File: src/rtl/data_path_param.sv
// Parametrised CPU datapath with a handshaked read/write memory access unit.
// Define DP_SHIFT_EN to turn ALU ops 110/111 into SHL/SHR; otherwise they are XOR/pass.
module data_path_param #(
  parameter int DATA_W = 8,
  parameter int ADDR_W = 8,
  parameter int NREG   = 4
) (
  input  logic                      clock,
  input  logic                      reset,
  input  logic                      IR_Load,
  input  logic                      MAR_Load,
  input  logic                      PC_Load,
  input  logic                      PC_Inc,
  input  logic                      Reg_Load,
  input  logic [$clog2(NREG)-1:0]   Reg_Wsel,
  input  logic [$clog2(NREG)-1:0]   Bus1_Rsel,
  input  logic [$clog2(NREG)-1:0]   ALU_Bsel,
  input  logic [1:0]                Bus1_Sel,
  input  logic [1:0]                Bus2_Sel,
  input  logic [2:0]                ALU_Sel,
  input  logic                      CCR_Load,
  input  logic                      mem_rd_start,
  input  logic                      mem_wr_start,
  input  logic                      mem_ready,
  input  logic [DATA_W-1:0]         from_memory,
  output logic [ADDR_W-1:0]         address,
  output logic [DATA_W-1:0]         to_memory,
  output logic                      mem_rd,
  output logic                      mem_wr,
  output logic                      busy,
  output logic                      mem_done,
  output logic [DATA_W-1:0]         IR,
  output logic [3:0]                CCR_Result
);

  localparam int RSEL_W = $clog2(NREG);
  localparam logic [ADDR_W-1:0] ONE_A = {{(ADDR_W-1){1'b0}}, 1'b1};
  localparam logic [DATA_W:0]   ONE_D = {{DATA_W{1'b0}}, 1'b1};
  localparam int MSB = DATA_W - 1;

  typedef enum logic [1:0] {IDLE, RD, WR, DONE} state_t;

  state_t              state;
  logic [ADDR_W-1:0]   pc;
  logic [ADDR_W-1:0]   mar;
  logic [DATA_W-1:0]   mdr;
  logic [DATA_W-1:0]   wdr;
  logic [DATA_W-1:0]   rf [NREG];

  logic [DATA_W-1:0]   pc_d;
  logic [DATA_W-1:0]   mar_d;
  logic [ADDR_W-1:0]   bus2_a;
  logic [DATA_W-1:0]   bus1;
  logic [DATA_W-1:0]   bus2;
  logic [DATA_W-1:0]   in1;
  logic [DATA_W-1:0]   alu_res;
  logic [DATA_W:0]     sum;
  logic                flag_v;
  logic                flag_c;
  logic [3:0]          nzvc;

  assign address   = mar;
  assign to_memory = wdr;

  // Address-width values onto data-width buses: zero-extend or keep LSBs.
  generate
    if (ADDR_W >= DATA_W) begin : g_a_wide
      assign pc_d   = pc[DATA_W-1:0];
      assign mar_d  = mar[DATA_W-1:0];
      assign bus2_a = {{(ADDR_W-DATA_W){1'b0}}, bus2};
    end else begin : g_a_narrow
      assign pc_d   = {{(DATA_W-ADDR_W){1'b0}}, pc};
      assign mar_d  = {{(DATA_W-ADDR_W){1'b0}}, mar};
      assign bus2_a = bus2[ADDR_W-1:0];
    end
  endgenerate

  always_comb begin
    bus1 = pc_d;
    unique case (Bus1_Sel)
      2'b00: bus1 = pc_d;
      2'b01: bus1 = rf[Bus1_Rsel];
      2'b10: bus1 = mar_d;
      2'b11: bus1 = mdr;
    endcase
  end

  always_comb begin
    bus2 = alu_res;
    unique case (Bus2_Sel)
      2'b00: bus2 = alu_res;
      2'b01: bus2 = bus1;
      2'b10: bus2 = mdr;
      2'b11: bus2 = from_memory;
    endcase
  end

  assign in1 = rf[ALU_Bsel];

  always_comb begin
    sum     = '0;
    alu_res = '0;
    flag_v  = 1'b0;
    flag_c  = 1'b0;
    unique case (ALU_Sel)
      3'b000: begin
        sum     = {1'b0, in1} + {1'b0, bus1};
        alu_res = sum[DATA_W-1:0];
        flag_c  = sum[DATA_W];
        flag_v  = (in1[MSB] == bus1[MSB]) && (alu_res[MSB] != in1[MSB]);
      end
      3'b001: begin
        sum     = {1'b0, in1} - {1'b0, bus1};
        alu_res = sum[DATA_W-1:0];
        flag_c  = sum[DATA_W];
        flag_v  = (in1[MSB] != bus1[MSB]) && (alu_res[MSB] != in1[MSB]);
      end
      3'b010: alu_res = in1 & bus1;
      3'b011: alu_res = in1 | bus1;
      3'b100: begin
        sum     = {1'b0, bus1} + ONE_D;
        alu_res = sum[DATA_W-1:0];
        flag_c  = sum[DATA_W];
        flag_v  = !bus1[MSB] && alu_res[MSB];
      end
      3'b101: begin
        sum     = {1'b0, bus1} - ONE_D;
        alu_res = sum[DATA_W-1:0];
        flag_c  = sum[DATA_W];
        flag_v  = bus1[MSB] && !alu_res[MSB];
      end
`ifdef DP_SHIFT_EN
      3'b110: begin
        alu_res = {bus1[DATA_W-2:0], 1'b0};
        flag_c  = bus1[MSB];
      end
      3'b111: begin
        alu_res = {1'b0, bus1[DATA_W-1:1]};
        flag_c  = bus1[0];
      end
`else
      3'b110: alu_res = in1 ^ bus1;
      3'b111: alu_res = bus1;
`endif
    endcase
  end

  assign nzvc = {alu_res[MSB], alu_res == '0, flag_v, flag_c};

  always_ff @(posedge clock or posedge reset) begin
    if (reset) begin
      pc         <= '0;
      IR         <= '0;
      mar        <= '0;
      CCR_Result <= '0;
      for (int i = 0; i < NREG; i++) rf[i] <= '0;
    end else begin
      if (IR_Load) IR <= bus2;
      // Address must stay stable for the whole access.
      if (MAR_Load && !busy) mar <= bus2_a;
      if (PC_Load) pc <= bus2_a;
      else if (PC_Inc) pc <= pc + ONE_A;
      if (Reg_Load) rf[Reg_Wsel] <= bus2;
      if (CCR_Load) CCR_Result <= nzvc;
    end
  end

  always_ff @(posedge clock or posedge reset) begin
    if (reset) begin
      state    <= IDLE;
      mem_rd   <= 1'b0;
      mem_wr   <= 1'b0;
      busy     <= 1'b0;
      mem_done <= 1'b0;
      mdr      <= '0;
      wdr      <= '0;
    end else begin
      case (state)
        IDLE: begin
          if (mem_rd_start) begin
            state  <= RD;
            mem_rd <= 1'b1;
            busy   <= 1'b1;
          end else if (mem_wr_start) begin
            wdr    <= bus1;
            state  <= WR;
            mem_wr <= 1'b1;
            busy   <= 1'b1;
          end
        end
        RD: begin
          if (mem_ready) begin
            mdr      <= from_memory;
            state    <= DONE;
            mem_rd   <= 1'b0;
            busy     <= 1'b0;
            mem_done <= 1'b1;
          end
        end
        WR: begin
          if (mem_ready) begin
            state    <= DONE;
            mem_wr   <= 1'b0;
            busy     <= 1'b0;
            mem_done <= 1'b1;
          end
        end
        DONE: begin
          mem_done <= 1'b0;
          state    <= IDLE;
        end
        default: state <= IDLE;
      endcase
    end
  end

  logic unused_rsel;
  assign unused_rsel = ^RSEL_W;

endmodule
File: config.mk
export PLATFORM = sky130hd
export DESIGN_NAME = data_path_param
export DESIGN_NICKNAME = d
export VERILOG_FILES = /design/src/rtl/data_path_param.sv
export SDC_FILE = /design/constraint.sdc
export NUM_CORES = 1
export LEC_CHECK = 0
export CORE_ASPECT_RATIO = 0.8
export CORE_MARGIN = 5
export CORE_UTILIZATION = 45
export CTS_CLUSTER_SIZE = 8
export DETAILED_ROUTE_END_ITERATION = 8
export PLACE_DENSITY = 0.72
export SYNTH_ARGS = -nofsm -noshare
export SYNTH_HDL_FRONTEND = slang
export SYNTH_SLANG_ARGS = --single-unit
File: constraint.sdc
create_clock -name clock -period 3.5 [get_ports clock]
set_input_delay 0.7 -clock clock [delete_from_list [all_inputs] [get_ports clock]]
set_output_delay 0.7 -clock clock [all_outputs]
set_load 0.02 [all_outputs]
==> flow_metrics.tcl <==
set metrics [dict create \
    syn_inst 679 \
    gr-total-overflow 0 \
    crit_fanout 6 \
    comb_power_share_pct 60.1 \
    critPathKind "in2reg" \
    cts_buffers 9 \
    port_buffers 63 \
    crit_path_start_kind "primary input" \
    wl_um 21700 \
    period_minus_slack_ns 3.52 \
    setup_viol 2 \
    finClkSkew_ns 0.00691 \
    synth_edf_count 0 \
    grt_pass1_wl_um 33600 \
    viasPerCell 6.08 \
    cts_root_buf "clkbuf_16" \
    dp.cells 1004 \
    slowest_stage "fa_2" \
    grt_max_degree 65 \
    clkPwrFrac_pct 14.9 \
    yosysTopAreaCell "dfrtp_1" \
    yosysSeqAreaShare_pct 33.6 \
    io_pins 64 \
    power.internal_mw 3.78 \
    vdd_drop_max_mv 0.401 \
    synth_area_um2 6100 \
    holdBufCountCts 0 \
    coreArea_um2 13400 \
    pre_cts_ws_ns -0.995 \
    ys_types 80 \
    place_hpwl_um 16200 \
    row_count 38 \
    final.setup.worst_slack_ns -0.0178 \
    min_period_over_period_pct 101 \
    crit_chain "buf_12 -> buf_8 -> mux2i_4 -> o2bb2ai_4 -> o31ai_4 -> inv_2 -> ha_4 -> inv_2 -> fa_2 -> o32ai_2 -> a21oi_1 -> a211oi_1 -> a21oi_1 -> a2111oi_1 -> nand4_1 -> o41ai_2" \
    clk_pin_slew_ns 0.07 \
    violations "setup timing" \
    cp_data_required_time_ns 3.75 \
    via_count 6266 \
    grtUsageTotal_pct 26.4 \
    slowest_delay_ns 0.43 \
    netlist_top_cells_count "dfrtp_1, nand2_1, nor2_1" \
    p_per_area_nw_per_um2 747 \
    clk_latency_ns 0.35 \
    drv_cap 0 \
    power_frac_seq_pct 25.0 \
    synth_top_area_share_pct 33.6 \
    drt_iter0_markers 599 \
    swShare_pct 42.0 \
    async_flop_share_pct 100 \
    die_y_um 114 \
    synth_most_common_cell "dfrtp_1" \
    cp-end-kind "flip-flop" \
    r2r_start "rf[17]$_DFFE_PP0P_" \
    ctsHtreeMaxLevel 3 \
    area_delta_synth_final_pct 42.9 \
    crit_family "compound AO/OA/AOI/OAI gates" \
    ant_nets 0 \
    hp-class "reg2reg" \
    rsz0062_at_grt "true" \
    ys_warn_count 0 \
    tns_ns -0.0181 \
    wl_per_cell_um 21.0 \
    clock_path_buffers 2 \
    grt_pass1_vias 6223 \
    fmax_ghz 0.284 \
    ys_ff_latch 82 \
    status "complete, but fails checks" \
    avgSynthCellArea_um2 8.98 \
    synth.area.top_cells "dfrtp_1, ha_1, mux2i_1" \
    drive_gt1_share_pct 34.0 \
    cts_sinks 82 \
    n_antenna_cell 0 \
    slew_violations 0 \
    tightest_slew_ns 0.981 \
    cp_num_buf_inv 4 \
    worstPathArrival_ns 3.77 \
    dieArea_um2 16000 \
    fin_area_um2 8720 \
    startpoint "Bus1_Rsel[0]" \
    hold_violations 0 \
    die_x_um 140 \
    antenna_found_initial 1 \
    hold_start "to_memory[6]$_DFFE_PP0P_" \
    syn-num-nets 747 \
    relSlewSlack_pct 34.5 \
    tritoncts "built" \
    instances_no_fill 1031 \
    dr.pass1.iters 5 \
    power_switching_mw 2.73 \
    post-route-util_pct 65.0 \
    layout.nets 914 \
    route.detailed.drc 0 \
    ys.flop_type "dfrtp_1" \
    leakage_nw 3.74 \
    dpl_cell_area_um2 7820 \
    gp_congestion 0.966 \
    initial_core_util_pct 45.5 \
]
final cells by class:
cell class / instances / area (um2)
multi-input cells: 513 / 4220
clock buffers: 12 / 246
flip-flops and latches: 82 / 2050
well taps: 180 / 225
clock inverters: 4 / 51.3
inverters: 44 / 173
fillers: 1098 / 4690
repair buffers: 196 / 1750
metrics by stage:
step | total power, mW | hold slack (ns)
after global placement | 4.93 | 0.461
final | 6.51 | 0.482
after floorplan | 3.47 | 0.466
after global routing | 6.87 | 0.521
after detailed placement | 5.05 | 0.474
after CTS | 6.23 | 0.487
power by group through the flow:
stage | registers [mW] | logic, mW | clock network, mW
after floorplan | 1.68 | 1.79 | 0
after global placement | 1.57 | 3.36 | 0
after detailed placement | 1.60 | 3.45 | 0
after CTS | 1.59 | 3.66 | 0.975
after global routing | 1.66 | 4.19 | 1.02
final | 1.62 | 3.91 | 0.972
timing repair:
| item | CTS | global route |
|---|---|---|
| resized for setup | 66 | 72 |
| endpoints found under the setup margin | 53 | 52 |
| pin swaps | 24 | 54 |
| hold endpoints to repair | 0 | 0 |
| gates cloned | 0 | 1 |
| setup buffers | 9 | 5 |
cell families after synthesis:
group / synth area share (%)
fa+ha+maj: 7.63
flops: 33.6
buf+inv: 5.72
compound gates: 21.0
simple gates: 16.5
mux: 13.6
xor+xnor: 1.87
worst reg2reg max path: cells and delay by family (launching register included):
family	cells	cell delay, ns
flip-flops	1	0.41
AO/OA/AOI/OAI	8	1.98
multiplexers	2	0.49
adder cells (fa/ha/maj)	1	0.26
AND/OR/NAND/NOR	1	0.13
layout by cell type (no fill, tap or decap), types with 23 or more instances in the layout:
| master | n |
|---|---|
| buf_4 | 118 |
| dfrtp_1 | 82 |
| nand2_1 | 73 |
| clkdlybuf4s50_1 | 57 |
| nor2_1 | 45 |
| o21ai_0 | 31 |
| inv_1 | 30 |
| ha_1 | 29 |
| mux2i_1 | 25 |
| a21oi_1 | 23 |
registers in the layout (all words and copies together) (netlist names), 2 cells and up:
signal      count
CCR_Result      4
pc              8
mdr             8
rf             32
address         8
to_memory       8
IR              8
state           2
per-layer routing:
metal | GRT usage, % | wire (um) | vias to the layer above
met4 | 5.42 | 401 | 0
met1 | 37.5 | 9460 | 3097
met2 | 42.1 | 9910 | 325
met3 | 5.47 | 1910 | 42
li1 | - | - | 2802
met5 | 0 | 0 | -
path summary, 6_finish.rpt:
check,cells past startpoint,end,slack [ns]
worst max register to register,12,pc[5]$_DFFE_PP0P_,0.10
max in group asynchronous,3,to_memory[7]$_DFFE_PP0P_,2.22
worst max-delay path,16,CCR_Result[2]$_DFFE_PP0P_,-0.02
worst min-delay path,2,to_memory[6]$_DFFE_PP0P_,0.48
min in group asynchronous,2,IR[1]$_DFFE_PP0P_,0.62
worst min register to register,2,to_memory[6]$_DFFE_PP0P_,0.48
Note: power is estimated with default switching activity, not from simulation.
